**src/rtl/stage2_decode.sv**
```systemverilog
// ============================================================================
// Module   : stage2_decode
// Purpose  : RV32I decode stage with a registered output and a one-entry skid
//            buffer on a valid/ready pipe; execute-side flush kills all state.
//            Optional macro DECODE_RV32M_EN decodes OP/funct7=0000001 as MULDIV.
// Revision : 1.0 - initial release
// ============================================================================
`default_nettype none

module stage2_decode #(
    parameter int WIDTH = 32
) (
    input  logic             clk,
    input  logic             rst,
    input  logic             flush_i,
    input  logic             in_valid_i,
    output logic             in_ready_o,
    input  logic [WIDTH-1:0] in_instruction_i,
    input  logic [WIDTH-1:0] in_program_counter_i,
    output logic             out_valid_o,
    input  logic             out_ready_i,
    output logic [WIDTH-1:0] out_program_counter_o,
    output logic [3:0]       out_op_class_o,
    output logic [4:0]       out_rd_o,
    output logic [4:0]       out_rs1_o,
    output logic [4:0]       out_rs2_o,
    output logic             out_rd_write_o,
    output logic [2:0]       out_funct3_o,
    output logic             out_funct7_b5_o,
    output logic [WIDTH-1:0] out_imm_o
);

    localparam logic [3:0] C_CLS_LUI     = 4'd0;
    localparam logic [3:0] C_CLS_AUIPC   = 4'd1;
    localparam logic [3:0] C_CLS_JAL     = 4'd2;
    localparam logic [3:0] C_CLS_JALR    = 4'd3;
    localparam logic [3:0] C_CLS_BRANCH  = 4'd4;
    localparam logic [3:0] C_CLS_LOAD    = 4'd5;
    localparam logic [3:0] C_CLS_STORE   = 4'd6;
    localparam logic [3:0] C_CLS_OP_IMM  = 4'd7;
    localparam logic [3:0] C_CLS_OP      = 4'd8;
    localparam logic [3:0] C_CLS_FENCE   = 4'd9;
    localparam logic [3:0] C_CLS_SYSTEM  = 4'd10;
    localparam logic [3:0] C_CLS_MULDIV  = 4'd11;
    localparam logic [3:0] C_CLS_ILLEGAL = 4'd15;

    // Opcode bits [6:2]; bits [1:0] must be 2'b11 for any legal word
    localparam logic [4:0] C_OPC_LUI    = 5'b01101;
    localparam logic [4:0] C_OPC_AUIPC  = 5'b00101;
    localparam logic [4:0] C_OPC_JAL    = 5'b11011;
    localparam logic [4:0] C_OPC_JALR   = 5'b11001;
    localparam logic [4:0] C_OPC_BRANCH = 5'b11000;
    localparam logic [4:0] C_OPC_LOAD   = 5'b00000;
    localparam logic [4:0] C_OPC_STORE  = 5'b01000;
    localparam logic [4:0] C_OPC_OP_IMM = 5'b00100;
    localparam logic [4:0] C_OPC_OP     = 5'b01100;
    localparam logic [4:0] C_OPC_FENCE  = 5'b00011;
    localparam logic [4:0] C_OPC_SYSTEM = 5'b11100;

    typedef struct packed {
        logic [WIDTH-1:0] pc;
        logic [3:0]       op_class;
        logic [4:0]       rd;
        logic [4:0]       rs1;
        logic [4:0]       rs2;
        logic             rd_write;
        logic [2:0]       funct3;
        logic             funct7_b5;
        logic [WIDTH-1:0] imm;
    } dec_t;

    typedef enum logic [1:0] {
        S_EMPTY = 2'd0,
        S_ONE   = 2'd1,
        S_FULL  = 2'd2
    } state_t;

    state_t           state_q, state_d;
    dec_t             out_q, out_d;
    dec_t             skid_q;
    dec_t             w_dec;
    logic             w_accept;
    logic             w_out_load;
    logic             w_out_from_skid;
    logic             w_skid_load;
    logic [WIDTH-1:0] w_ins;
    logic [WIDTH-1:0] w_imm_i, w_imm_s, w_imm_b, w_imm_u, w_imm_j;

    assign w_ins = in_instruction_i;

    assign w_imm_i = {{(WIDTH-12){w_ins[31]}}, w_ins[31:20]};
    assign w_imm_s = {{(WIDTH-12){w_ins[31]}}, w_ins[31:25], w_ins[11:7]};
    assign w_imm_b = {{(WIDTH-13){w_ins[31]}}, w_ins[31], w_ins[7], w_ins[30:25],
                      w_ins[11:8], 1'b0};
    assign w_imm_u = {w_ins[31:12], 12'b0};
    assign w_imm_j = {{(WIDTH-21){w_ins[31]}}, w_ins[31], w_ins[19:12], w_ins[20],
                      w_ins[30:21], 1'b0};

    // Combinational decode of the word currently offered by fetch
    always_comb begin
        w_dec           = '0;
        w_dec.pc        = in_program_counter_i;
        w_dec.rd        = w_ins[11:7];
        w_dec.rs1       = w_ins[19:15];
        w_dec.rs2       = w_ins[24:20];
        w_dec.funct3    = w_ins[14:12];
        w_dec.funct7_b5 = w_ins[30];
        w_dec.op_class  = C_CLS_ILLEGAL;
        w_dec.imm       = '0;
        if (w_ins[1:0] == 2'b11) begin
            case (w_ins[6:2])
                C_OPC_LUI: begin
                    w_dec.op_class = C_CLS_LUI;
                    w_dec.imm      = w_imm_u;
                end
                C_OPC_AUIPC: begin
                    w_dec.op_class = C_CLS_AUIPC;
                    w_dec.imm      = w_imm_u;
                end
                C_OPC_JAL: begin
                    w_dec.op_class = C_CLS_JAL;
                    w_dec.imm      = w_imm_j;
                end
                C_OPC_JALR: begin
                    if (w_ins[14:12] == 3'b000) begin
                        w_dec.op_class = C_CLS_JALR;
                        w_dec.imm      = w_imm_i;
                    end
                end
                C_OPC_BRANCH: begin
                    w_dec.op_class = C_CLS_BRANCH;
                    w_dec.imm      = w_imm_b;
                end
                C_OPC_LOAD: begin
                    w_dec.op_class = C_CLS_LOAD;
                    w_dec.imm      = w_imm_i;
                end
                C_OPC_STORE: begin
                    w_dec.op_class = C_CLS_STORE;
                    w_dec.imm      = w_imm_s;
                end
                C_OPC_OP_IMM: begin
                    w_dec.op_class = C_CLS_OP_IMM;
                    w_dec.imm      = w_imm_i;
                end
                C_OPC_OP: begin
                    if (w_ins[31:25] == 7'b0000000 || w_ins[31:25] == 7'b0100000) begin
                        w_dec.op_class = C_CLS_OP;
                    end
`ifdef DECODE_RV32M_EN
                    else if (w_ins[31:25] == 7'b0000001) begin
                        w_dec.op_class = C_CLS_MULDIV;
                    end
`endif
                end
                C_OPC_FENCE: begin
                    w_dec.op_class = C_CLS_FENCE;
                    w_dec.imm      = w_imm_i;
                end
                C_OPC_SYSTEM: begin
                    w_dec.op_class = C_CLS_SYSTEM;
                    w_dec.imm      = w_imm_i;
                end
                default: begin
                    w_dec.op_class = C_CLS_ILLEGAL;
                end
            endcase
        end

        case (w_dec.op_class)
            C_CLS_LUI, C_CLS_AUIPC, C_CLS_JAL, C_CLS_JALR,
            C_CLS_LOAD, C_CLS_OP_IMM, C_CLS_OP, C_CLS_MULDIV:
                w_dec.rd_write = (w_ins[11:7] != 5'd0);
            default:
                w_dec.rd_write = 1'b0;
        endcase
    end

    // Ready depends only on reset and skid occupancy so fetch never sees a loop
    assign in_ready_o = !rst && (state_q != S_FULL);
    assign w_accept   = in_valid_i && in_ready_o;

    always_comb begin
        state_d         = state_q;
        w_out_load      = 1'b0;
        w_out_from_skid = 1'b0;
        w_skid_load     = 1'b0;
        if (flush_i) begin
            state_d = S_EMPTY;
        end else begin
            case (state_q)
                S_EMPTY: begin
                    if (w_accept) begin
                        state_d    = S_ONE;
                        w_out_load = 1'b1;
                    end
                end
                S_ONE: begin
                    if (w_accept && out_ready_i) begin
                        w_out_load = 1'b1;
                    end else if (w_accept) begin
                        state_d     = S_FULL;
                        w_skid_load = 1'b1;
                    end else if (out_ready_i) begin
                        state_d = S_EMPTY;
                    end
                end
                S_FULL: begin
                    if (out_ready_i) begin
                        state_d         = S_ONE;
                        w_out_load      = 1'b1;
                        w_out_from_skid = 1'b1;
                    end
                end
                default: begin
                    state_d = S_EMPTY;
                end
            endcase
        end
        out_d = w_out_from_skid ? skid_q : w_dec;
    end

    always_ff @(posedge clk) begin
        if (rst) begin
            state_q <= S_EMPTY;
            out_q   <= '0;
            skid_q  <= '0;
        end else begin
            state_q <= state_d;
            if (w_out_load) begin
                out_q <= out_d;
            end
            if (w_skid_load) begin
                skid_q <= w_dec;
            end
        end
    end

    assign out_valid_o           = (state_q != S_EMPTY);
    assign out_program_counter_o = out_q.pc;
    assign out_op_class_o        = out_q.op_class;
    assign out_rd_o              = out_q.rd;
    assign out_rs1_o             = out_q.rs1;
    assign out_rs2_o             = out_q.rs2;
    assign out_rd_write_o        = out_q.rd_write;
    assign out_funct3_o          = out_q.funct3;
    assign out_funct7_b5_o       = out_q.funct7_b5;
    assign out_imm_o             = out_q.imm;

endmodule

`default_nettype wire

```
**config.mk**
```make
export PLATFORM = sky130hd
export DESIGN_NAME = stage2_decode
export DESIGN_NICKNAME = d
export VERILOG_FILES = /design/src/rtl/stage2_decode.sv
export SDC_FILE = /design/constraint.sdc
export NUM_CORES = 1
export LEC_CHECK = 0
export CAP_MARGIN = 25
export CORE_MARGIN = 5
export CORE_UTILIZATION = 55
export DETAILED_ROUTE_END_ITERATION = 8
export PLACE_DENSITY = 0.89
export SLEW_MARGIN = 15
export SYNTH_ARGS = -nofsm -noshare
export SYNTH_HDL_FRONTEND = slang
export SYNTH_SLANG_ARGS = --single-unit
```
**constraint.sdc**
```tcl
create_clock -name clk -period 6.48 [get_ports clk]
set_input_delay 0.648 -clock clk [delete_from_list [all_inputs] [get_ports clk]]
set_output_delay 0.648 -clock clk [all_outputs]
set_load 0.01 [all_outputs]
```
Word-level counts from Yosys, hierarchy flattened
Cells that the tools add are included.
{"block": "totals", "reg_bits": 178, "in_bits": 69, "wordCells": 87}
{"block": "op_classes", "eq_ne": 26, "n_mux": 25, "n_reduce_logical": 17}
{"cell": "$pmux W32 S6", "n": 1}
{"cell": "$mux W88", "n": 1}
{"cell": "$mux W32", "n": 2}
{"cell": "$pmux W4 S11", "n": 1}
{"cell": "$eq A5 B5 Y1 const B", "n": 4}
{"cell": "$eq A5 B4 Y1 const B", "n": 3}
{"cell": "$eq A5 B3 Y1 const B", "n": 2}
{"cell": "$mux W1", "n": 10}
{"cell": "$mux W2", "n": 5}
{"cell": "$eq A4 B2 Y1 const B", "n": 2}
{"cell": "$eq A4 B3 Y1 const B", "n": 2}
{"cell": "$eq A4 B4 Y1 const B", "n": 2}
{"cell": "$mux W4", "n": 2}
{"cell": "$ne A2 B2 Y1 const B", "n": 4}
{"cell": "$reduce_or A8 Y1", "n": 1}
{"cell": "$eq A7 B6 Y1 const B", "n": 1}
{"cell": "$logic_not A7 Y1", "n": 1}
{"cell": "$pmux W2 S3", "n": 1}
{"cell": "$eq A5 B2 Y1 const B", "n": 1}
{"cell": "$logic_not A5 Y1", "n": 1}
{"cell": "$reduce_bool A5 Y1", "n": 1}
{"cell": "$eq A2 B2 Y1 const B", "n": 2}
{"cell": "$eq A4 B1 Y1 const B", "n": 1}
{"cell": "$logic_not A4 Y1", "n": 1}
{"cell": "other kinds (13)", "n": 16}

Logic depth before layout (Yosys ltp)
Gate-level depths: netlist of run 1.
{"block": "depth", "ltp_word": 9, "mapped_depth": 8, "mapped_depth_nobuf": 6}

Least setup slack after synthesis of run 1
No wires, ideal clock.
{"block": "synth_path", "path_type": "input to register", "startpoint": "input rst", "endpoint": "register out_q (netlist bit out_imm_o[12])", "setup_ps": 71, "t_arrival_ps": 2392, "required_ps": 6409, "slack_ps": 4017, "path_stages": 7, "n_path_buf": 2, "path_cell_list": "clkbuf_1 -> or4b_1 -> a21o_1 -> buf_6 -> or3_4 -> nor3_4 -> o2bb2ai_1"}
{"block": "synth_via", "elab_chain_cells": 7, "elab_cells_between_ends": 8, "cone_classes": "4 x mux; 4 x reduce/logical"}
{"element": "from (decl)", "line_no": "14", "source": "input logic rst,"}
{"element": "$logic_not A1 Y1", "line_no": "180", "source": "assign in_ready_o = !rst && (state_q != S_FULL);"}
{"element": "$logic_and A1 B1 Y1", "line_no": "180"}
{"element": "$logic_and A1 B1 Y1", "line_no": "181", "source": "assign w_accept = in_valid_i && in_ready_o;"}
{"element": "$logic_and A1 B1 Y1", "line_no": "199", "source": "if (w_accept && out_ready_i) begin"}
{"element": "$mux W1", "line_no": "199"}
{"element": "$pmux W1 S3", "line_no": "191", "source": "case (state_q)"}
{"element": "$mux W1", "line_no": "188", "source": "if (flush_i) begin"}
{"element": "to (signal assigned)", "line_no": "231", "source": "out_q <= out_d;"}
{"element": "to (decl)", "line_no": "79", "source": "dec_t out_q, out_d;"}
Several ways; a longest one is shown, not always the timed one.
A chain may end at the register's enable or synchronous reset.

Worst setup path after layout of run 1
{"block": "layout_path", "startpoint": "input in_instruction_i[3]", "endpoint": "register skid_q[27] (netlist name)"}
{"block": "layout_via", "elab_chain_cells": 4, "elab_cells_between_ends": 14, "cone_classes": "9 x eq/ne; 2 x mux; 3 x reduce/logical"}
{"element": "from (decl)", "line_no": "18", "source": "input logic [WIDTH-1:0] in_instruction_i,"}
{"element": "$eq A5 B5 Y1 (tied with other cells)", "line_no": "111", "source": "case (w_ins[6:2])"}
{"element": "$reduce_or A4 Y1 (no line) / $reduce_or A2 Y1 (equally long branches)"}
{"element": "$pmux W32 S6 (*)", "line_no": "111"}
{"element": "$mux W32 (*)", "line_no": "110", "source": "if (w_ins[1:0] == 2'b11) begin"}
{"element": "to (signal assigned)", "line_no": "234", "source": "skid_q <= w_dec;"}
{"element": "to (decl)", "line_no": "80", "source": "dec_t skid_q;"}
Mark *: on every way between the ends. The rest lies on a longest branch, timed or not.

==> results of run 1 <==
layer usage:
| layer | share of wire [%] | wire (um) | vias up |
|---|---|---|---|
| li1 | - | - | 3547 |
| met1 | 42 | 9280 | 3448 |
| met2 | 46 | 10200 | 350 |
| met3 | 9.3 | 2070 | 48 |
| met4 | 2.8 | 626 | 0 |
| met5 | 0 | 0 | - |
area by class of cell:
class / instances / area share (%)
clock buffer: 18 / 4.52
clock inverter: 14 / 1.83
multi-input combinational: 671 / 36.8
timing repair buffer: 171 / 17.5
sequential: 178 / 36.7
inverter: 11 / 0.425
tap: 176 / 2.27
through the flow:
step	cell area (um^2)	hold slack (ns)	worst slack, ns	total power (W)
final	9720	0.456	3.35	0.00248
after global routing	9720	0.468	3.23	0.00255
after CTS	9690	0.456	3.43	0.00248
after detailed placement	9070	0.447	2.96	0.00142
after global placement	9070	0.439	3.07	0.00142
after floorplan	7490	0.432	4.02	0.00128
cell families (layout without fill, tap and decap cells):
kind of cell / after synthesis / after routing / share of synthesized area, %
flip-flops: 178 / 178 / 47.6
AND/OR/NAND/NOR: 384 / 384 / 21.4
buffers and inverters: 91 / 214 / 5.11
multiplexers: 2 / 2 / 0.267
AO/OA/AOI/OAI: 284 / 284 / 25.6
XOR/XNOR: 1 / 1 / 0.117
layout by cell type (no fill, tap or decap), drive strengths merged, types with 2 or more instances in the layout:
cell type / synthesis / routed
nand2: 241 / 241
dfxtp: 178 / 178
clkdlybuf4s50: 0 / 157
a21oi: 98 / 98
nor2: 86 / 86
a311oi: 51 / 51
o21ai: 41 / 41
clkbuf: 60 / 18
a22oi: 16 / 16
nand3: 15 / 15
inv: 11 / 15
o221ai: 14 / 14
buf: 20 / 14
a221oi: 13 / 13
a21o: 11 / 11
a22o: 9 / 9
nor3: 9 / 9
o2bb2ai: 8 / 8
a211oi: 5 / 5
nor2b: 5 / 5
nand3b: 4 / 4
nand2b: 4 / 4
clkinvlp: 0 / 4
nor4: 3 / 3
bufinv: 0 / 3
and3: 3 / 3
clkinv: 0 / 3
or2: 2 / 2
and2: 2 / 2
and4b: 2 / 2
a32oi: 2 / 2
o211ai: 2 / 2
a41oi: 2 / 2
o22ai: 2 / 2
mux2i: 2 / 2
or3: 2 / 2
registers in the layout, summed over array words and instances (netlist names), 2 cells and up:
name / flops
out_rs1_o: 5
out_rd_o: 5
out_funct3_o: 3
out_op_class_o: 4
out_imm_o: 32
out_program_counter_o: 32
skid_q: 88
state_q: 2
out_rs2_o: 5
worst register-to-register path, stage by stage (launching register included):
cell	delay, ns
sky130_fd_sc_hd__dfxtp_1	0.39
sky130_fd_sc_hd__nor2b_2	0.21
sky130_fd_sc_hd__or4b_1	0.55
sky130_fd_sc_hd__a21oi_4	0.16
sky130_fd_sc_hd__buf_4	0.67
sky130_fd_sc_hd__nor2_1	0.15
sky130_fd_sc_hd__a311oi_1	0.37
how the worst max path moves through the flow:
| stage | endpoint | slack (ns) | cells after the start |
|---|---|---|---|
| 6_report | skid_q[27] | 3.35 | 7 |
| 5_1_grt | skid_q[29] | 3.23 | 7 |
| 4_1_cts | skid_q[29] | 3.43 | 7 |
| 3_5_place_dp | skid_q[27] | 2.96 | 7 |
| 3_3_place_gp | skid_q[30] | 3.07 | 7 |
| 2_1_floorplan | out_imm_o[12] | 4.02 | 7 |
power breakdown:
| group | leakage (nW) | internal [W] | switching [W] |
|---|---|---|---|
| logic | 1.72 | 0.000125 | 0.000138 |
| registers | 1.44 | 0.00112 | 0.0000180 |
| clock network | 0.290 | 0.000622 | 0.000449 |
| total | 3.45 | 0.00187 | 0.000605 |
==> impl_results.md, run 1 <==
* Outcome: complete, no violations
* Total of fill cells in the finished design at 999
* Setup crit start: in_instruction_i[3]
* Via Count at 7393
* WHS Path Cells at 2
* Synth area leader: sky130_fd_sc_hd__dfxtp_1
* Rel. slew slack at 37.2%
* Post-route fraction of the period consumed by the critical path at 48.2%
* Synth async-reset ratio at 0%
* Highest net fanout along the worst path at 23
* Slew at the pin closest to its max-slew limit at 0.943 ns
* Most instantiated cells after synthesis: 241 x sky130_fd_sc_hd__nand2_1, 178 x sky130_fd_sc_hd__dfxtp_1, 98 x sky130_fd_sc_hd__a21oi_1
* Final setup violating endpoints at 0
* Area enclosed by the die boundary at 16100 um^2
* Count of standard-cell rows at 42
* Most common cell in the synthesized netlist: sky130_fd_sc_hd__nand2_1
* Main area contributors after synthesis: sky130_fd_sc_hd__dfxtp_1 48%, sky130_fd_sc_hd__nand2_1 12%, sky130_fd_sc_hd__a21oi_1 6.5%
* Total number of nets in the final design at 1119
* Nets in the synthesized netlist at 1009
* Crit Reg-Reg Startpoint: state_q[0]
* Synth Warn # at 0
* CP required at 6.75 ns
* Area inside the core boundary at 13300 um^2
* Dominant synthesized flop cell: sky130_fd_sc_hd__dfxtp_1
* All-layer global routing usage at 26.7%
* Total half-perimeter wirelength after legalization and detailed placement at 14000 um
* Unrepaired setup endpoints after global routing: false
* Routed wire length at 22200 um
* GRT overflow at 0
* Number of antenna violations at the first check in global routing at 0
* Vias in the first global route at 6936
* Fraction of synthesized cell area taken by the top area cell type at 47.6%
* Number of ports placed on the die boundary at 159
* DRC at 0
* Area of the mapped netlist at 7490 um^2
* Cell chain of the critical path: clkdlybuf4s50_1, nor2_1, a32oi_1, a2bb2oi_1, nor2_1, a21oi_1, a21oi_1
* Startpoint types: primary input
* Data arrival time of the critical path at 3.39 ns
* Worst clock skew at 0.00658 ns
* Count of inserted antenna diode cells at 0
* H-Tree Level Count at 4
* Worst IR Drop VDD at 0.182 mV
* Share of post-route cells with drive strength above 1 at 5.36%
* Violation count after the first detailed-route iteration at 834
* Worst Setup Path Type: in -> reg
* Share of the yosys chip area belonging to registers at 47.6%
* Final core utilization at 73.1%
* Maximum number of pins on one net before global-route repair at 87
* Global-route layer with the greatest usage: met2
* Global routing met1 resource utilization at 35.0%
* Met2 demand-to-capacity share in global routing at 42.4%
* Global-route wire length before repair at 35100 um
* FF-to-FF setup slack at 3.85 ns
* Clock Latency Late Sink at 0.43 ns
* Slowest-stage cell, CP: sky130_fd_sc_hd__clkdlybuf4s50_1
* Reg-to-Reg End: out_program_counter_o[17]
* Endpoint type of the worst setup path: flip-flop
* Number of sinks on the clock net at 178
* Leakage dissipation at 3.45 nW
* Port bufs at 158
* Worst hold path type: reg -> reg
* Hold buffers post-CTS at 0
* Resized cells post-CTS at 0
* CTS tree: built
* Cell class contributing the biggest share of worst-path delay: compound AO/OA/AOI/OAI gates
* Worst Reg-to-Reg Cells at 6
* Drt pass-1 iters at 5
* Buffering stage count on the worst path with inverters included at 1
* Placed Instances at 1206
* Minimum clock period at 3.13 ns
* CTS root buffer: sky130_fd_sc_hd__clkbuf_16
* Final slew viol count at 0
* FF/Latch Area at 3560 um^2
* Areal power density over the cells at 255 nW/um^2
* Antenna violation net count after detailed routing at 0
* Worst hold path startpoint: skid_q[34]
* Num CTS Buffers at 17
* Area of combinational cells with multiple inputs at 3580 um^2
* Synth cell types at 55
* Vertical extent of the die at 127 um
* Layout overhead on the synthesized area at 29.7%
* Count of mapped cells out of synthesis at 940
* Drt via density at 5.97
* Crit-path max cell delay at 0.97 ns
* Final instance count without filler cells at 1239
* Accumulated negative setup slack at 0 ns
* Hold violation count in the final report at 0
* Met3 usage in global routing at 7.06%
* Mean cell area of the mapped netlist at 7.97 um^2
* WL per Instance at 17.9 um
* Maximum frequency from static timing analysis at 320 MHz
* Register clock-pin slew on the reported worst setup and hold paths at 0.07 ns
* Gp weighted congestion at 0.918
* Yosys reg bits at 178
* Buffer depth of the longest clock path at 2
* Number of enable flip-flop cells after synthesis at 0
* Die span in x at 127 um
* Max-cap violation count at 0
* Destination of the worst hold path: skid_q[34]
* Initial Utilization at 56.4%
* Total setup buffers inserted after CTS at 0
No activity file was read; power rests on OpenSTA's default activity.
==> inputs of run 2 (changes only) <==
- CORE_UTILIZATION: 55 -> 46
- PLACE_DENSITY: 0.89 -> 0.8
- clock period: 6.48 -> 2.6 ns (I/O delays scaled with it)
==> run 2 against run 1 <==
Final area is 4.0% higher. Sequential share of layout area is 1.4 points lower. Cell count is 6.5% higher. Register-to-register slack worse by 3.5 ns. Clock power grew to 2.6 times the previous value. Critical endpoint is now out_imm_o[14]. Sequential cell count stayed put. Non-clock buffer count is 40 higher. Largest cell class unchanged. Combinational power grew to 2.6 times the previous value. Critical path depth is 1 lower.
==> impl_results.md, run 2 (synthesized netlist as in run 1, its figures left out) <==
* Final core utilization at 63.4% (was 73.1%)
* Met2 demand-to-capacity share in global routing at 37.7% (was 42.4%)
* Die span in x at 138 um (was 127 um)
* Highest net fanout along the worst path at 8 (was 23)
* Vias in the first global route at 6893 (was 6936)
* Max FFs per register at 88 (unchanged)
* Met3 usage in global routing at 6.43% (was 7.06%)
* Minimum clock period at 2.28 ns
* DRC at 0 (unchanged)
* Endpoint type of the worst setup path: flip-flop (unchanged)
* Crit-path max cell delay at 0.55 ns (was 0.97 ns)
* Gp weighted congestion at 0.911 (was 0.918)
* Global-route layer with the greatest usage: met2 (unchanged)
* Worst clock skew at 0.00696 ns (was 0.00658 ns)
* Unrepaired setup endpoints after global routing: false (unchanged)
* Startpoint types: flip-flop (was primary input)
* Register bank with the most flops: skid_q (unchanged)
* Final setup violating endpoints at 0 (unchanged)
* Total setup buffers inserted after CTS at 0 (unchanged)
* Setup crit start: state_q[0] (was in_instruction_i[3])
* Worst Reg-to-Reg Cells at 6 (unchanged)
* Worst hold path startpoint: rst (was skid_q[34])
* Routed wire length at 22900 um (was 22200 um)
* Max-cap violation count at 0 (unchanged)
* Final setup margin at 0.318 ns (was 3.35 ns)
* Final instance count without filler cells at 1319 (was 1239)
* Total power draw at 0.00626 W (was 0.00248 W)
* Total half-perimeter wirelength after legalization and detailed placement at 15500 um (was 14000 um)
* Total number of nets in the final design at 1159 (was 1119)
* Worst Setup Path Type: reg -> reg (was in -> reg)
* Area enclosed by the die boundary at 18900 um^2 (was 16100 um^2)
* Crit Reg-Reg Startpoint: state_q[0] (unchanged)
* Drt via density at 5.65 (was 5.97)
* Endpoint of the most critical setup path: out_imm_o[14] (was skid_q[27])
* Outcome: complete, no violations (unchanged)
* Resized cells post-CTS at 0 (unchanged)
* Final slew viol count at 0 (unchanged)
* Number of sinks on the clock net at 178 (unchanged)
* H-Tree Level Count at 4 (unchanged)
* Hold buffers post-CTS at 0 (unchanged)
* Vertical extent of the die at 138 um (was 127 um)
* Antenna violation net count after detailed routing at 0 (unchanged)
* Total of fill cells in the finished design at 1361 (was 999)
* Maximum frequency from static timing analysis at 438 MHz
* Worst hold path type: in -> reg (was reg -> reg)
* Number of antenna violations at the first check in global routing at 0 (unchanged)
* Rel. slew slack at 48.2% (was 37.2%)
* Leakage dissipation at 3.68 nW (was 3.45 nW)
* WL per Instance at 17.3 um (was 17.9 um)
* Post-place setup slack at 0.0925 ns (was 2.96 ns)
* Share of post-route cells with drive strength above 1 at 8.79% (was 5.36%)
* Cell chain of the critical path: nor2b_2, or4b_1, a21o_1, or3_4, nor3_4, o2bb2ai_1 (was clkdlybuf4s50_1, nor2_1, a32oi_1, a2bb2oi_1, nor2_1, a21oi_1, a21oi_1)
* Area inside the core boundary at 15900 um^2 (was 13300 um^2)
* Violation count after the first detailed-route iteration at 711 (was 834)
* Commonest non-fill, non-tap cell in the layout: sky130_fd_sc_hd__nand2_1 (unchanged)
* Accumulated negative setup slack at 0 ns (unchanged)
* Global-route wire length before repair at 36200 um (was 35100 um)
* Register clock-pin slew on the reported worst setup and hold paths at 0.07 ns (about the same)
* Global routing met1 resource utilization at 31.8% (was 35.0%)
* Worst IR Drop VDD at 0.470 mV (was 0.182 mV)
* Initial Utilization at 47.0% (was 56.4%)
* Drt pass-1 iters at 5 (unchanged)
* Data arrival time of the critical path at 2.64 ns (was 3.39 ns)
* Post-route fraction of the period consumed by the critical path at 87.8%
* Placed Instances at 1287 (was 1206)
* Reg-to-Reg End: out_imm_o[14] (was out_program_counter_o[17])
* All-layer global routing usage at 23.9% (was 26.7%)
* Count of standard-cell rows at 46 (was 42)
* FF-to-FF setup slack at 0.32 ns (was 3.85 ns)
* Areal power density over the cells at 619 nW/um^2 (was 255 nW/um^2)
* Num CTS Buffers at 17 (unchanged)
* Hold violation count in the final report at 0 (unchanged)
* Buffer depth of the longest clock path at 2 (unchanged)
* Slowest-stage cell, CP: sky130_fd_sc_hd__or4b_1 (was sky130_fd_sc_hd__clkdlybuf4s50_1)
* Clock Latency Late Sink at 0.43 ns (about the same)
* Slew at the pin closest to its max-slew limit at 0.771 ns (was 0.943 ns)
* Port bufs at 158 (unchanged)
* Number of ports placed on the die boundary at 159 (unchanged)
* CP required at 2.95 ns (was 6.75 ns)
* Via Count at 7454 (was 7393)
* Layout overhead on the synthesized area at 34.9% (was 29.7%)
* CTS root buffer: sky130_fd_sc_hd__clkbuf_16 (unchanged)
* CTS tree: built (unchanged)
* Top library cells by usage in the layout, fill and taps aside: 241 x sky130_fd_sc_hd__nand2_1, 178 x sky130_fd_sc_hd__dfxtp_1, 157 x sky130_fd_sc_hd__clkdlybuf4s50_1 (unchanged)
* GRT overflow at 0 (unchanged)
* Count of inserted antenna diode cells at 0 (unchanged)
* Maximum number of pins on one net before global-route repair at 68 (was 87)
## run 2: cell count changes in the layout (fill, tap and decap cells not counted), sizes merged
cell      change
buf          +40
clkinv        +1
inv           +3
clkbuf        -1
clkinvlp      -3
## run 2: cell type report
cell class                 count  area, um^2  area share, %
clock buffer                  17         425           4.21
clock inverter                15         198           1.96
inverter                      11        41.3          0.409
multi-input combinational    671        3580           35.4
sequential                   178        3560           35.3
tap                          216         270           2.67
timing repair buffer         211        2030           20.1
## run 2: worst min path at each step
stage | end | slack (ns) | depth (start not counted)
floorplan | state_q[1] | 0.34 | 1
global placement | skid_q[10] | 0.44 | 2
detailed placement | skid_q[44] | 0.45 | 2
CTS | skid_q[7] | 0.25 | 3
global route | skid_q[7] | 0.27 | 3
finish | skid_q[7] | 0.27 | 3
## run 2: worst max-delay path: cells and delay by family (launching register included)
| kind | cells | cell delay, ns |
|---|---|---|
| and+or+nand+nor | 4 | 1.42 |
| AOI/OAI and AO/OA | 2 | 0.40 |
| DFF | 1 | 0.38 |
## run 2: per-stage QoR
| step | hold WS, ns | instance area [um^2] |
|---|---|---|
| CTS | 0.248 | 10100 |
| detailed placement | 0.447 | 9480 |
| global route | 0.266 | 10100 |
| global placement | 0.439 | 9480 |
| floorplan | 0.337 | 7490 |
| finish | 0.272 | 10100 |
## run 2: routing by layer
layer | vias to the layer above | part of all wire (%)
li1 | 3630 | -
met3 | 36 | 9.7
met4 | 0 | 1.8
met2 | 299 | 47
met1 | 3489 | 42
met5 | - | 0
## run 2: power by group
group / total [W] / internal, W / switching, W
clock network: 0.00273 / 0.00155 / 0.00118
logic: 0.000692 / 0.000340 / 0.000352
registers: 0.00284 / 0.00280 / 0.0000425
total: 0.00626 / 0.00469 / 0.00157
==> inputs of run 3 (changes only) <==
- RECOVER_POWER: not set -> 100
==> run 3 against run 2 <==
Clock-buffer cell count unchanged. Sequential share of layout area up 0.20 points. Maximum frequency shrank 3.1%. Clock skew increased by 0.0012 ns. First-iteration DRC count is 8.3% lower. Sequential power is essentially flat. Largest cell class is now registers.
==> impl_results.md, run 3 (synthesized netlist as in run 1, its figures left out) <==
* Outcome: complete, no violations (unchanged)
* Port bufs at 158 (unchanged)
* Buffering stage count on the worst path with inverters included at 0 (unchanged)
* Post-route fraction of the period consumed by the critical path at 90.6% (was 87.8%)
* DRC at 0 (unchanged)
* Number of sinks on the clock net at 178 (unchanged)
* Worst Setup Path Type: reg -> reg (unchanged)
* FF/Latch Area at 3560 um^2 (unchanged)
* Via Count at 7427 (was 7454)
* CP required at 2.95 ns (about the same)
* Hold violation count in the final report at 0 (unchanged)
* H-Tree Level Count at 4 (unchanged)
* Share of post-route cells with drive strength above 1 at 7.98% (was 8.79%)
* Count of standard-cell rows at 46 (unchanged)
* Drt via density at 5.63 (was 5.65)
* Register clock-pin slew on the reported worst setup and hold paths at 0.07 ns (about the same)
* Areal power density over the cells at 619 nW/um^2 (about the same)
* Area inside the core boundary at 15900 um^2 (unchanged)
* Area enclosed by the die boundary at 18900 um^2 (unchanged)
* Total power draw at 0.00622 W (was 0.00626 W)
* Final setup margin at 0.246 ns (was 0.318 ns)
* Final setup violating endpoints at 0 (unchanged)
* Num CTS Buffers at 17 (unchanged)
* WL per Instance at 17.3 um (about the same)
* Die span in x at 138 um (unchanged)
* Cell chain of the critical path: nor2b_1, or4b_1, a21o_1, or3_1, nor3_2, o2bb2ai_1 (was nor2b_2, or4b_1, a21o_1, or3_4, nor3_4, o2bb2ai_1)
* Total of fill cells in the finished design at 1375 (was 1361)
* Final slew viol count at 0 (unchanged)
* Violation count after the first detailed-route iteration at 652 (was 711)
* Vertical extent of the die at 138 um (unchanged)
* Buffer depth of the longest clock path at 2 (unchanged)
* CTS tree: built (unchanged)
* Leakage dissipation at 3.93 nW (was 3.68 nW)
* Met2 demand-to-capacity share in global routing at 37.7% (unchanged)
* Number of antenna violations at the first check in global routing at 0 (unchanged)
* Antenna violation net count after detailed routing at 0 (unchanged)
* Setup crit start: state_q[0] (unchanged)
* Slowest-stage cell, CP: sky130_fd_sc_hd__or4b_1 (unchanged)
* Rel. slew slack at 52.3% (was 48.2%)
* Post-place setup slack at 0.0925 ns (unchanged)
* Highest net fanout along the worst path at 8 (unchanged)
* CTS root buffer: sky130_fd_sc_hd__clkbuf_16 (unchanged)
* Layout overhead on the synthesized area at 34.1% (was 34.9%)
* Count of inserted antenna diode cells at 0 (unchanged)
* Area of combinational cells with multiple inputs at 3550 um^2 (was 3580 um^2)
* Clock Latency Late Sink at 0.43 ns (about the same)
* Worst IR Drop VDD at 0.471 mV (was 0.470 mV)
* Accumulated negative setup slack at 0 ns (unchanged)
* Commonest non-fill, non-tap cell in the layout: sky130_fd_sc_hd__nand2_1 (unchanged)
* Slew at the pin closest to its max-slew limit at 0.711 ns (was 0.771 ns)
* Cell class contributing the biggest share of worst-path delay: simple AND/OR/NAND/NOR gates (unchanged)
* Met3 usage in global routing at 6.43% (unchanged)
* Register bank with the most flops: skid_q (unchanged)
* Area of placed instances at 9480 um^2 (unchanged)
* Worst clock skew at 0.00815 ns (was 0.00696 ns)
* Top library cells by usage in the layout, fill and taps aside: 241 x sky130_fd_sc_hd__nand2_1, 178 x sky130_fd_sc_hd__dfxtp_1, 98 x sky130_fd_sc_hd__a21oi_1 (was 241 x sky130_fd_sc_hd__nand2_1, 178 x sky130_fd_sc_hd__dfxtp_1, 157 x sky130_fd_sc_hd__clkdlybuf4s50_1)
* Crit-path max cell delay at 0.51 ns (was 0.55 ns)
* Maximum frequency from static timing analysis at 425 MHz (was 438 MHz)
* Routed wire length at 22900 um (about the same)
* Resized cells post-CTS at 0 (unchanged)
* Startpoint types: flip-flop (unchanged)
* GRT overflow at 0 (unchanged)
* Global-route layer with the greatest usage: met2 (unchanged)
* Post-route design area at 10000 um^2 (was 10100 um^2)
* Global-route wire length before repair at 36200 um (unchanged)
* Final core utilization at 63.0% (was 63.4%)
* Total half-perimeter wirelength after legalization and detailed placement at 15500 um (unchanged)
* Max-cap violation count at 0 (unchanged)
* Number of ports placed on the die boundary at 159 (unchanged)
* Maximum number of pins on one net before global-route repair at 68 (unchanged)
* Initial Utilization at 47.0% (unchanged)
* Worst hold path startpoint: rst (unchanged)
* Endpoint type of the worst setup path: flip-flop (unchanged)
* All-layer global routing usage at 23.9% (unchanged)
* Total setup buffers inserted after CTS at 0 (unchanged)
* Worst hold path type: in -> reg (unchanged)
* Total number of nets in the final design at 1159 (unchanged)
* Vias in the first global route at 6893 (unchanged)
* Global routing met1 resource utilization at 31.8% (unchanged)
* Drt pass-1 iters at 5 (unchanged)
* Crit Reg-Reg Startpoint: state_q[0] (unchanged)
* Hold buffers post-CTS at 0 (unchanged)
* Max FFs per register at 88 (unchanged)
* Minimum clock period at 2.35 ns (was 2.28 ns)
* Data arrival time of the critical path at 2.71 ns (was 2.64 ns)
* Unrepaired setup endpoints after global routing: false (unchanged)
* Gp weighted congestion at 0.911 (unchanged)
run 3: metrics by stage:
stage               hold WS (ns)  cells
floorplan                  0.337    940
global placement           0.439   1287
detailed placement         0.447   1287
CTS                        0.248   1319
global route               0.266   1319
finish                     0.275   1319
run 3: layout make-up:
cell class	instances	share of cell area, %
Clock inverter	15	1.97
Inverter	11	0.411
Timing Repair Buffer	211	19.9
Tap cell	216	2.69
Multi-Input combinational cell	671	35.3
Sequential cell	178	35.5
Clock buffer	17	4.23
run 3: worst register-to-register path, stage by stage, from the launching register on:
cell and delay [ns]:
sky130_fd_sc_hd__dfxtp_1 0.38, sky130_fd_sc_hd__nor2b_1 0.17, sky130_fd_sc_hd__or4b_1 0.51, sky130_fd_sc_hd__a21o_1 0.21, sky130_fd_sc_hd__or3_1 0.38, sky130_fd_sc_hd__nor3_2 0.43
sky130_fd_sc_hd__o2bb2ai_1 0.19
run 3: per-layer routing:
metal / wire length [um] / vias up
li1: - / 3630
met3: 2010 / 34
met4: 428 / 0
met2: 10600 / 286
met1: 9810 / 3477
met5: 0 / -
run 3: power by group:
group	switching, W	internal, W	total [W]	leakage, nW
logic	0.000351	0.000312	0.000663	2.18
clock network	0.00118	0.00155	0.00272	0.307
registers	0.0000390	0.00280	0.00284	1.44
run 3: final timing paths:
path / end / slack, ns / cells after the start
worst min-delay path: skid_q[7] / 0.27 / 3
worst max register to register: out_imm_o[14] / 0.25 / 6
worst min register to register: skid_q[45] / 0.46 / 2
worst max-delay path: out_imm_o[14] / 0.25 / 6
==> RTL edit 1 (flow settings as in run 1) <==
Put a register stage on the output `out_program_counter_o`, without a reset. The value now appears one clock later. The other outputs are not delayed to match.
--- a/src/rtl/stage2_decode.sv
+++ b/src/rtl/stage2_decode.sv
@@ -237,7 +237,9 @@
     end
 
     assign out_valid_o           = (state_q != S_EMPTY);
-    assign out_program_counter_o = out_q.pc;
+    always_ff @(posedge clk) begin
+        out_program_counter_o <= out_q.pc;
+    end
     assign out_op_class_o        = out_q.op_class;
     assign out_rd_o              = out_q.rd;
     assign out_rs1_o             = out_q.rs1;
Formal check against the unedited RTL: not equivalent (a bounded check fails within 4 cycles, from zero or initial values and one cycle with rst high).
==> RTL edit 1 against run 1 <==
- sequential cell count grew 32
- synthesized cell count grew 15%
- count of clock-buffer cells in the layout grew 12
- clock skew grew 14 ps
- synthesized area grew 19%
- worst setup slack lost 360 ps
- total power grew 19%
- design area grew 11%
- routed wire length grew 8.0%
- die area grew 17%
==> RTL edit 1: results (changes against run 1) <==
| Quantity | Reported | Unit | vs run 1 |
|:---|:---|:---|:---|
| Number of nets in the layout | 1194 | - | +6.7% |
| Worst Path Max Fanout | 28 | - | +22% |
| Non-filler cells in the finished layout | 1354 | - | +9.3% |
| Buffering overhead | 15.4 | % | -2.0 points |
| Post-detailed-route wirelength per cell | 17.7 | µm | -1.2% |
| # clk buffers | 30 | - | +12 |
| Seq/Total Area, Yosys | 47.2 | % | -0.41 points |
| Worst setup slack before clock tree synthesis | 2550 | ps | -405 ps |
| H-tree levels | 1 | - | -3 |
| Max Clock Skew | 20.2 | ps | +13.6 ps |
| Fraction of area in clock buffers and inverters | 6.83 | % | +0.49 points |
| Maximum number of pins on one net before global-route repair | 95 | - | +9.2% |
| Synth area leaders | sky130_fd_sc_hd__dfxtp_1 (47%), sky130_fd_sc_hd__nand2_1 (11%), sky130_fd_sc_hd__a311oi_1 (5.8%), sky130_fd_sc_hd__buf_4 (4.7%), sky130_fd_sc_hd__nor2_1 (4.5%) | - |  |
| Multi-In Gates | 722 | - | +7.6% |
| Violation count after the first detailed-routing iteration | 691 | - | -17% |
| Reg-to-reg endpoint | out_imm_o[4] | - |  |
| Endpoint of the worst hold path | out_program_counter_o[10] | - |  |
| Run status | finished clean | - |  |
| Fraction of final layout cells sized beyond drive strength 1 | 5.71 | % | +0.35 points |
| Worst vdd rail ir drop | 0.216 | mV | +18% |
| Number of placed instances with taps included | 1317 | - | +9.2% |
| Filler instances | 1259 | - | +26% |
| Wire length of the first global-routing pass | 38.1 | mm | +8.3% |
| Number of buffers created by CTS | 21 | - | +4 |
| Total GRT Usage | 24.6 | % | -2.2 points |
| Non-Clock Inverter Count | 2 | - | -9 |
| HPWL reported at the end of detailed placement | 15.2 | mm | +8.8% |
| Share of synthesized area spent on multiplexers | 0.239 | % | -0.029 points |
[RTL edit 1: where the power goes]
group / leakage, µW / total (µW) / internal (µW) / switching (µW)
logic: 0.00161 / 300 / 138 / 162
clock network: 0.000366 / 1290 / 793 / 494
registers: 0.00171 / 1360 / 1340 / 21.7
total: 0.00368 / 2950 / 2270 / 678
[RTL edit 1: through the flow]
| stage | power, µW | util, % | cell area, µm² | hold slack, ps |
|---|---|---|---|---|
| global placement | 1680 | 63.2 | 10000 | 335 |
| floorplan | 1550 | - | 8920 | 331 |
| global route | 3040 | 68.0 | 10800 | 353 |
| detailed placement | 1680 | 63.3 | 10100 | 338 |
| CTS | 2970 | 68.0 | 10800 | 351 |
| finish | 2950 | 68.0 | 10800 | 348 |
[RTL edit 1: worst max path at each step]
stage / start / end / slack (ps) / depth (start not counted)
final: in_instruction_i[5] / skid_q[27] / 2990 / 7
after detailed placement: in_instruction_i[5] / skid_q[27] / 2550 / 7
after global routing: in_instruction_i[5] / skid_q[27] / 2780 / 7
after global placement: in_instruction_i[5] / skid_q[30] / 2420 / 6
after CTS: in_instruction_i[5] / skid_q[27] / 3070 / 7
after floorplan: in_instruction_i[5] / out_op_class_o[1] / 4220 / 6
[RTL edit 1: critical path, cell delays in order]
cell                              delay (ps)
sky130_fd_sc_hd__clkdlybuf4s50_1        1050
sky130_fd_sc_hd__and4bb_2                360
sky130_fd_sc_hd__nor4_4                  420
sky130_fd_sc_hd__nor3_1                  180
sky130_fd_sc_hd__buf_2                   220
sky130_fd_sc_hd__a31oi_1                 750
sky130_fd_sc_hd__a211oi_1                190
[RTL edit 1: metal layers]
metal  track usage [%]  part of all wire [%]  wire length, µm
met2              41.3                    48            11500
met1              32.4                    41             9830
met5                 0                     0                0
met4              6.93                   2.0              491
met3              4.60                   9.0             2150
==> RTL edit 2 (config.mk and constraints of run 1) <==
Without the edit above. Build with the macro `DECODE_RV32M_EN` defined.
--- a/src/rtl/stage2_decode.sv
+++ b/src/rtl/stage2_decode.sv
@@ -6,6 +6,8 @@
 // Revision : 1.0 - initial release
 // ============================================================================
 `default_nettype none
+
+`define DECODE_RV32M_EN
 
 module stage2_decode #(
     parameter int WIDTH = 32
Formal check against the unedited RTL: not equivalent (a bounded check fails within 4 cycles, from zero or initial values and one cycle with rst high).
==> RTL edit 2 against run 1 <==
- hold slack lost 5.1 ps
- count of clock-buffer cells in the layout grew 6
- register-to-register slack lost 120 ps
- largest cell class unchanged
- worst setup slack lost 100 ps
- synthesized area grew 0.62%
- critical endpoint is now out_imm_o[26]
- largest power group unchanged
- maximum frequency shrank 3.1%
- utilization shrank 0.66 points
- sequential cell count is the same
- routed wire length shrank 5.0%
- total power shrank 2.2%
- design area shrank 0.52%
- final cell count grew 0.24%
==> RTL edit 2: results (changes against run 1) <==
| Quantity | Reported | Unit | vs run 1 |
|:---|:---|:---|:---|
| Run status | finished clean | - |  |
| Violation count after the first detailed-routing iteration | 928 | - | +11% |
| Most instantiated cells after synthesis | sky130_fd_sc_hd__nand2_1 (244), sky130_fd_sc_hd__dfxtp_1 (178), sky130_fd_sc_hd__nor2_1 (111), sky130_fd_sc_hd__a21oi_1 (75), sky130_fd_sc_hd__a311oi_1 (52) | - |  |
| Reported leakage power | 0.00340 | µW | -1.6% |
| Minimum setup slack among reg-to-reg paths | 3730 | ps | -120 ps |
| Worst vdd rail ir drop | 0.225 | mV | +24% |
| Total GRT Usage | 25.4 | % | -1.3 points |
| Total of plain and repair buffers excluding clock buffers | 168 | - | -1.8% |
| Worst Path Max Fanout | 22 | - | -4.3% |
| Net count of the mapped netlist | 1015 | - | +0.59% |
| Metal2 WL | 10.1 | mm | -1.7% |
| Seq/Total Area, Yosys | 47.3 | % | -0.29 points |
| Max Clock Skew | 7.63 | ps | +1.05 ps |
| Number of different library cells in the post-synthesis netlist | 59 | - | +7.3% |
| Grt met2 use | 41.4 | % | -0.97 points |
| Post-Syn Area per Cell | 7.97 | µm² | about the same |
| Die Area | 0.0161 | mm² | +0.57% |
| Cell family with the largest share of critical-path delay | buffers and inverters | - |  |
| Non-Clock Inverter Count | 9 | - | -2 |
| Sw Share | 23.7 | % | -0.72 points |
| Met1 routed wirelength after detailed routing | 9.19 | mm | -0.98% |
| Total wire length after detailed routing | 21.1 | mm | -5.0% |
| Worst slew pin tran | 931 | ps | -11.7 ps |
| Seq cells | 178 | - | unchanged |
| Wire length of the first global-routing pass | 33.8 | mm | -3.9% |
| Startpoint of the lowest-slack hold path | skid_q[8] | - |  |
| Number of placed instances with taps included | 1209 | - | +0.25% |
| Endpoint of the worst hold path | skid_q[8] | - |  |
| Area used by multi-input combinational logic | 0.00360 | mm² | +0.56% |
| Critical Path Max Stage Delay | 910 | ps | -60 ps |
| Multi-In Gates | 679 | - | +1.2% |
| Vias per Instance | 5.83 | - | -2.3% |
| HPWL reported at the end of detailed placement | 13.5 | mm | -3.2% |
| GP Congestion | 0.907 | - | -1.2% |
| Fraction of final layout cells sized beyond drive strength 1 | 5.44 | % | +0.079 points |
| Number of nets in the layout | 1122 | - | +0.27% |
| Met3 capacity usage during global routing | 5.30 | % | -1.8 points |
| Placed standard-cell area | 0.00907 | mm² | about the same |
| Vias in the first global route | 6647 | - | -4.2% |
| Post-detailed-route wirelength per cell | 17.0 | µm | -5.2% |
RTL edit 2: cell types whose count changed after synthesis, moves of 16 or more:
cell	before	now
sky130_fd_sc_hd__buf_2	9	25
sky130_fd_sc_hd__nor3_1	8	32
sky130_fd_sc_hd__a21oi_1	98	75
sky130_fd_sc_hd__nor2_1	86	111
sky130_fd_sc_hd__a211oi_1	5	26
sky130_fd_sc_hd__o21ai_0	41	6
RTL edit 2: worst max-delay path by stage:
stage                     cells after the start  slack [ps]       endpoint
final                                         8        3250  out_imm_o[26]
after global routing                          8        3030  out_imm_o[27]
after CTS                                     8        3280  out_imm_o[26]
after detailed placement                      8        2850  out_imm_o[26]
after global placement                        7        2630  out_imm_o[22]
after floorplan                               7        4210  out_imm_o[21]
RTL edit 2: through the flow:
stage	hold slack, ps	power (µW)
after floorplan	432	1300
after global placement	438	1440
after detailed placement	445	1440
after CTS	454	2430
after global routing	468	2510
final	451	2420
